[src/rtl/reg_snapshot_tracker_if.sv]
// Writeback, vsync and freeze inputs plus snapshot/highlight outputs of reg_snapshot_tracker.
// master = writeback/display side, slave = the tracker itself.
interface reg_snapshot_tracker_if;
  logic        wr_en;
  logic [4:0]  wr_addr;
  logic [31:0] wr_data;
  logic        vsync_in;
  logic        freeze;
  logic [31:0] regs_demo [0:31];
  logic [31:0] changed_mask;
  logic        frame_tick;

  modport master (
    output wr_en, wr_addr, wr_data, vsync_in, freeze,
    input  regs_demo, changed_mask, frame_tick
  );

  modport slave (
    input  wr_en, wr_addr, wr_data, vsync_in, freeze,
    output regs_demo, changed_mask, frame_tick
  );
endinterface

[src/rtl/reg_snapshot_tracker.sv]
// Shadow register file with frame-stable snapshot and per-register change highlight; REG_TRACK_ANY_WRITE_EN highlights same-value writes.
// Latency: tick 3 cycles after vsync edge, snapshot 1 cycle after tick, mask 1 cycle later.
// Backpressure: none; every write is accepted, freeze only defers snapshot and counter updates.
module reg_snapshot_tracker #(
  parameter int HOLD_FRAMES      = 60,
  parameter int CNT_W            = 6,
  parameter bit VSYNC_ACTIVE_LOW = 1'b1
) (
  input logic                   clock,
  input logic                   reset_n,
  reg_snapshot_tracker_if.slave bus
);

  localparam logic [CNT_W-1:0] HOLD_VAL = CNT_W'(HOLD_FRAMES);
  localparam logic [CNT_W-1:0] CNT_ONE  = CNT_W'(1);

  logic [31:0]      r_shadow [0:31];
  logic [31:0]      r_demo   [0:31];
  logic [CNT_W-1:0] r_cnt    [0:31];
  logic [31:0]      r_pending;
  logic [31:0]      r_mask;
  logic             r_tick;
  logic             r_sync1;
  logic             r_sync2;
  logic             r_vs_prev;

  logic             w_wr_acc;
  logic             w_set;
  logic             w_update;
  logic             w_edge;
  logic [31:0]      w_set_vec;
  logic [31:0]      w_mask;

  always_comb begin
    w_wr_acc = bus.wr_en && (bus.wr_addr != 5'd0);
`ifdef REG_TRACK_ANY_WRITE_EN
    w_set    = w_wr_acc;
`else
    // Compared against the shadow before this cycle's write lands.
    w_set    = w_wr_acc && (bus.wr_data != r_shadow[bus.wr_addr]);
`endif
    w_set_vec = w_set ? (32'd1 << bus.wr_addr) : 32'd0;
    w_update  = r_tick && !bus.freeze;
    w_edge    = VSYNC_ACTIVE_LOW ? (r_vs_prev && !r_sync2) : (!r_vs_prev && r_sync2);
    w_mask    = 32'd0;
    for (int i = 1; i < 32; i++) begin
      w_mask[i] = |r_cnt[i];
    end
  end

  always_ff @(posedge clock or negedge reset_n) begin
    if (!reset_n) begin
      r_sync1   <= 1'b0;
      r_sync2   <= 1'b0;
      r_vs_prev <= 1'b0;
      r_tick    <= 1'b0;
    end else begin
      r_sync1   <= bus.vsync_in;
      r_sync2   <= r_sync1;
      r_vs_prev <= r_sync2;
      r_tick    <= w_edge;
    end
  end

  always_ff @(posedge clock or negedge reset_n) begin
    if (!reset_n) begin
      for (int i = 0; i < 32; i++) begin
        r_shadow[i] <= 32'd0;
        r_demo[i]   <= 32'd0;
        r_cnt[i]    <= '0;
      end
      r_pending <= 32'd0;
      r_mask    <= 32'd0;
    end else begin
      if (w_wr_acc) begin
        r_shadow[bus.wr_addr] <= bus.wr_data;
      end
      // A write landing on the tick keeps its pending bit for the next boundary.
      r_pending <= (w_update ? 32'd0 : r_pending) | w_set_vec;
      if (w_update) begin
        for (int i = 0; i < 32; i++) begin
          r_demo[i] <= r_shadow[i];
          if (r_pending[i]) begin
            r_cnt[i] <= HOLD_VAL;
          end else if (r_cnt[i] != '0) begin
            r_cnt[i] <= r_cnt[i] - CNT_ONE;
          end
        end
      end
      r_mask <= w_mask;
    end
  end

  assign bus.regs_demo    = r_demo;
  assign bus.changed_mask = r_mask;
  assign bus.frame_tick   = r_tick;

endmodule

[src/flat_wrapper.sv]
// flat-port wrapper written by rule: the top's interface ports become plain ports
module reg_snapshot_tracker_flat 
#(
  parameter int HOLD_FRAMES      = 60,
  parameter int CNT_W            = 6,
  parameter bit VSYNC_ACTIVE_LOW = 1'b1
)
  (clock, reset_n, bus_wr_en, bus_wr_addr, bus_wr_data, bus_vsync_in, bus_freeze, bus_regs_demo, bus_changed_mask, bus_frame_tick);
  reg_snapshot_tracker_if bus_i ();
  input logic clock;
  input logic reset_n;
  input wire logic [$bits(bus_i.wr_en)-1:0] bus_wr_en;
  input wire logic [$bits(bus_i.wr_addr)-1:0] bus_wr_addr;
  input wire logic [$bits(bus_i.wr_data)-1:0] bus_wr_data;
  input wire logic [$bits(bus_i.vsync_in)-1:0] bus_vsync_in;
  input wire logic [$bits(bus_i.freeze)-1:0] bus_freeze;
  output wire logic [$bits(bus_i.regs_demo)-1:0] bus_regs_demo;
  output wire logic [$bits(bus_i.changed_mask)-1:0] bus_changed_mask;
  output wire logic [$bits(bus_i.frame_tick)-1:0] bus_frame_tick;
  assign bus_i.wr_en = bus_wr_en;
  assign bus_i.wr_addr = bus_wr_addr;
  assign bus_i.wr_data = bus_wr_data;
  assign bus_i.vsync_in = bus_vsync_in;
  assign bus_i.freeze = bus_freeze;
  assign bus_regs_demo = {>>{bus_i.regs_demo}};
  assign bus_changed_mask = bus_i.changed_mask;
  assign bus_frame_tick = bus_i.frame_tick;
  reg_snapshot_tracker #(.HOLD_FRAMES(HOLD_FRAMES), .CNT_W(CNT_W), .VSYNC_ACTIVE_LOW(VSYNC_ACTIVE_LOW)) u_core (.clock(clock), .reset_n(reset_n), .bus(bus_i));
endmodule
[config.mk]
export PLATFORM = sky130hd
export DESIGN_NAME = reg_snapshot_tracker_flat
export DESIGN_NICKNAME = d
export VERILOG_FILES = /design/src/rtl/reg_snapshot_tracker_if.sv /design/src/rtl/reg_snapshot_tracker.sv /design/src/flat_wrapper.sv
export SDC_FILE = /design/constraint.sdc
export NUM_CORES = 2
export LEC_CHECK = 0
export BUFFER_PORTS_ARGS = -buffer_cell sky130_fd_sc_hd__buf_2
export CAP_MARGIN = 20
export CORE_AREA = 2 2 434 436
export DETAILED_ROUTE_END_ITERATION = 10
export DIE_AREA = 0 0 436 438
export HOLD_SLACK_MARGIN = 0.03
export PLACE_DENSITY = 0.72
export SYNTH_ARGS = -nofsm -noshare
export SYNTH_HDL_FRONTEND = slang
export SYNTH_SLANG_ARGS = --single-unit
[constraint.sdc]
create_clock -name clock -period 5.15 [get_ports clock]
set_input_delay 0.2575 -clock clock [delete_from_list [all_inputs] [get_ports clock]]
set_output_delay 0.2575 -clock clock [all_outputs]
set_load 0.005 [all_outputs]
==> run summary <==
=================================================================================
Synthesized-area fraction occupied by xor and xnor cells ...........       0.638%
Clock network latency to the later pin of the worst-skew pair ......       930 ps
CTS Buf Count ......................................................          226
Root Driver ........................................................ sky130_fd_sc_hd__clkbuf_16
Sequential cell area ...............................................    57600 µm²
Period utilisation layout ..........................................        87.5%
Fin nets ...........................................................        10300
Failing checks ..................................................... negative hold slack
Met2 usage in global routing .......................................        64.1%
Worst hold margin ..................................................     -4.29 ps
Post-synthesis sequential element count ............................         2300
Core region area ...................................................   187000 µm²
Hold Violations, Final .............................................            1
Global Route met1 Usage ............................................        56.3%
Starting density of the core .......................................        51.5%
Worst Setup End Kind ...............................................         flop
Pre-CTS WS .........................................................       155 ps
Iteration-0 DRC count of the detailed router .......................        11000
Total die area .....................................................   191000 µm²
Power, Total .......................................................      54.6 mW
Total wirelength of the detailed-routed design .....................       443 mm
Number of detailed-route iterations in the first pass ..............            9
Total number of H-tree levels ......................................            4
Number of buffers inserted by port buffering .......................         1097
Synthesis-to-finish area growth ....................................        17.3%
IO Pins ............................................................         1099
Post-synthesis simple-gate area fraction ...........................        17.7%
Number of standard cells after synthesis ...........................         9307
Post-layout minimum cycle time .....................................      4500 ps
Cells traversed along the worst timing path ........................ mux2i_1, o22ai_1, nor4_1, a21oi_1, nor4_1, nand4_1, or4_2, buf_4, a32o_1
Antenna-violating nets left ........................................            0
Largest net degree at the start of global routing ..................          196
Slew at the pin with the worst max-slew slack ......................      1310 ps
Async SR Flop Fraction .............................................         100%
Total of max-cap violations ........................................            0
Cell area after synthesis ..........................................    96100 µm²
CP Class ...........................................................      reg2reg
Worst endpoint required time .......................................      5940 ps
Dominant combinational cell family by area after synthesis ......... simple AND/OR/NAND/NOR gates
Pleak ..............................................................      60.0 nW
Clock slew seen by the registers of the worst setup and hold paths .        70 ps
Post-CTS Setup Inserts .............................................            0
Global-route wire length before repair .............................       609 mm
Highest clock frequency the design can meet ........................      222 MHz
Setup Total Neg Slack ..............................................         0 ps
Number of failing setup endpoints in the final timing report .......            0
CTS tree ...........................................................        built
Slowest cell on crit path .......................................... sky130_fd_sc_hd__or4_2
Final setup slack of the worst path ................................       645 ps
Number of enable-type register cells in the synthesized netlist ....            0
Mux contribution to synthesized area ...............................        14.6%
Delay-heaviest family, CP .......................................... simple AND/OR/NAND/NOR gates
Total DRC errors in the routed layout ..............................            0
DR WL/cell .........................................................      34.2 µm
GRT Residual Overflow ..............................................            0
Yosys Warn Count ...................................................            0
Number of pins exceeding their max-slew limit in the final report ..            0
Buf+Inv Stages, Crit Path ..........................................            1
Layout cells sized above 1 .........................................        24.2%
Placed wire-length estimate ........................................       322 mm
Setup repair after global routing missed its margin ................        false
Gr usage total .....................................................        45.6%
Global routing's busiest layer .....................................         met2
Avg Synthesized Cell Area ..........................................     10.3 µm²
Area of combinational cells with multiple inputs ...................    35900 µm²
Number of clock sinks seen by CTS ..................................         2300
Launch point of the worst reg-to-reg path .......................... u_core.r_shadow[955]
Placement row count ................................................          159
Chip Width .........................................................       436 µm
Via count normalized by instance count .............................         6.23
RePlAce Congestion .................................................         1.09
Largest clock skew in the final design .............................      30.8 ps
Status ............................................................. finished, violations left
Register area share after synthesis ................................        59.9%
Maximum count of clock buffers along a single path .................            3
Power density relative to cell area ................................   484 nW/µm²
Net count of the mapped netlist ....................................         9380
IR Drop Worst-Case VDD .............................................   0.000345 V
Crit path launch type ..............................................         flop
Met3 track utilization from global routing .........................        16.3%
FILL cells .........................................................        15400
Antenna violations before repair ...................................           44
Max-slew headroom ..................................................        10.1%
Largest stage delay, worst path ....................................       810 ps
Compound-Gate Fraction of Synth Area ...............................        3.72%
Vertical die dimension .............................................       438 µm
Tightest Hold Check Type ...........................................     in2async
Critical path arrival ..............................................      5300 ps
Vias in the first global route .....................................        77900
Count of different cell masters after synthesis ....................           47
Critical path origin ............................................... u_core.r_shadow[955]
Dominant cell type by count on the critical path ................... sky130_fd_sc_hd__nor4_1
Total via count after detailed routing .............................        80700
Fraction of the mapped netlist area in adder cells .................       0.404%
Top FF cell, synth ................................................. sky130_fd_sc_hd__dfrtp_1
Largest fanout of any net on the critical path .....................           31
=================================================================================
-- path summary, 6_finish.rpt --
kind,cells after the start,to,slack (ps)
max,9,u_core.r_pending[2],650
min,2,u_core.r_shadow[402],-4
max reg2reg,9,u_core.r_pending[2],650
min reg2reg,0,u_core.r_sync2,360
max in group asynchronous,3,u_core.r_cnt[115],3320
min in group clock,3,u_core.r_shadow[230],110
-- flip-flops by register name, summed over array words and instances, names as in the netlist --
| signal | cells |
|---|---|
| u_core.r_pending | 31 |
| u_core.bus.regs_demo | 1024 |
| u_core.r_shadow | 1024 |
| u_core.r_cnt | 186 |
| u_core.r_sync2 | 1 |
| u_core.r_vs_prev | 1 |
| u_core.r_sync1 | 1 |
| u_core.bus.frame_tick | 1 |
| u_core.bus.changed_mask | 31 |
-- area by class of cell --
| class | instances | share of cell area (%) |
|---|---|---|
| Inverter | 90 | 0.300 |
| Clock inverter | 90 | 1.11 |
| Multi-Input combinational cell | 6286 | 31.8 |
| Tap cell | 2495 | 2.77 |
| Timing Repair Buffer | 1340 | 7.05 |
| Clock buffer | 333 | 5.83 |
| Sequential cell | 2300 | 51.0 |
| Antenna cell | 25 | 0.0555 |
-- cells in the final DEF, fill, tap and decap left out, types with 29 or more instances in the layout --
cell type	n
sky130_fd_sc_hd__a21oi_1	90
sky130_fd_sc_hd__and3_1	36
sky130_fd_sc_hd__buf_12	45
sky130_fd_sc_hd__buf_2	1096
sky130_fd_sc_hd__buf_4	171
sky130_fd_sc_hd__clkbuf_1	56
sky130_fd_sc_hd__clkbuf_16	227
sky130_fd_sc_hd__clkbuf_8	50
sky130_fd_sc_hd__clkinv_2	38
sky130_fd_sc_hd__dfrtp_1	2300
sky130_fd_sc_hd__ha_1	31
sky130_fd_sc_hd__inv_1	87
sky130_fd_sc_hd__mux2_2	779
sky130_fd_sc_hd__mux2i_1	523
sky130_fd_sc_hd__nand2_1	3913
sky130_fd_sc_hd__nand3_1	29
sky130_fd_sc_hd__nor2_1	64
sky130_fd_sc_hd__nor3_1	65
sky130_fd_sc_hd__nor4_1	77
sky130_fd_sc_hd__o21ai_0	63
sky130_fd_sc_hd__o22ai_1	290
sky130_fd_sc_hd__or4_1	33
sky130_fd_sc_hd__xnor2_1	38
sky130_fd_sc_hd__xor2_1	32
-- cell families (layout without fill, tap and decap cells) --
kind of cell    count (synthesis)  in the layout
compound gates                560            560
xor+xnor                       70             70
fa+ha+maj                      31             31
buf+inv                       721           1853
flops                        2300           2300
mux                          1302           1302
other cells                     1             26
simple gates                 4322           4322
-- report_power, final --
group / internal (mW) / switching, mW / total, mW
logic: 4.28 / 5.76 / 10.0
clock network: 9.91 / 7.59 / 17.5
registers: 22.0 / 5.12 / 27.1
total: 36.2 / 18.5 / 54.6
-- synth_stat cells (5+ instances only) --
master | count | area [µm²]
sky130_fd_sc_hd__nor4_1 | 79 | 494
sky130_fd_sc_hd__nor2b_1 | 6 | 37.5
sky130_fd_sc_hd__ha_1 | 31 | 388
sky130_fd_sc_hd__mux2i_1 | 523 | 5240
sky130_fd_sc_hd__a2111o_1 | 5 | 56.3
sky130_fd_sc_hd__buf_1 | 66 | 248
sky130_fd_sc_hd__and3_1 | 36 | 225
sky130_fd_sc_hd__nand2_1 | 3924 | 14700
sky130_fd_sc_hd__nor2_1 | 77 | 289
sky130_fd_sc_hd__o31ai_1 | 28 | 210
sky130_fd_sc_hd__a21oi_1 | 90 | 450
sky130_fd_sc_hd__clkbuf_1 | 467 | 1750
sky130_fd_sc_hd__a211oi_1 | 6 | 45.0
sky130_fd_sc_hd__nand3_1 | 33 | 165
sky130_fd_sc_hd__a2111oi_0 | 7 | 61.3
sky130_fd_sc_hd__nand4bb_1 | 6 | 67.6
sky130_fd_sc_hd__or2_2 | 12 | 75.1
sky130_fd_sc_hd__inv_1 | 90 | 338
sky130_fd_sc_hd__nor3_1 | 67 | 335
sky130_fd_sc_hd__xnor2_1 | 38 | 333
sky130_fd_sc_hd__o22a_1 | 28 | 245
sky130_fd_sc_hd__mux2_2 | 779 | 8770
sky130_fd_sc_hd__a22o_1 | 21 | 184
sky130_fd_sc_hd__xor2_1 | 32 | 280
sky130_fd_sc_hd__o22ai_1 | 290 | 1810
sky130_fd_sc_hd__dfrtp_1 | 2300 | 57600
sky130_fd_sc_hd__nand4_1 | 13 | 81.3
sky130_fd_sc_hd__buf_4 | 26 | 195
sky130_fd_sc_hd__buf_2 | 58 | 290
sky130_fd_sc_hd__or4_1 | 35 | 263
sky130_fd_sc_hd__o21ai_0 | 63 | 315
sky130_fd_sc_hd__nand2b_1 | 17 | 106
sky130_fd_sc_hd__buf_6 | 13 | 146
sky130_fd_sc_hd__a32o_1 | 11 | 110
-- metrics by stage --
| step | cell area, µm² | utilization [%] | instances |
|---|---|---|---|
| after global placement | 105000 | 56.0 | 12500 |
| after detailed placement | 105000 | 56.0 | 12500 |
| after floorplan | 96100 | - | 9307 |
| after global routing | 113000 | 60.4 | 12900 |
| after CTS | 113000 | 60.4 | 12900 |
| final | 113000 | 60.4 | 13000 |
-- repair_timing --
| action | CTS | global route |
|---|---|---|
| hold endpoints to repair | 295 | 0 |
| gates resized for setup | 0 | 0 |
| setup endpoints to repair | 0 | 0 |
| hold buffers | 27 | 0 |
-- layer usage --
| metal | vias to the layer above | wire length (µm) |
|---|---|---|
| li1 | 32500 | - |
| met1 | 40800 | 157000 |
| met4 | 36 | 46200 |
| met3 | 1630 | 54600 |
| met5 | - | 333 |
| met2 | 5761 | 184000 |
Note: power is estimated with default switching activity, not from simulation.
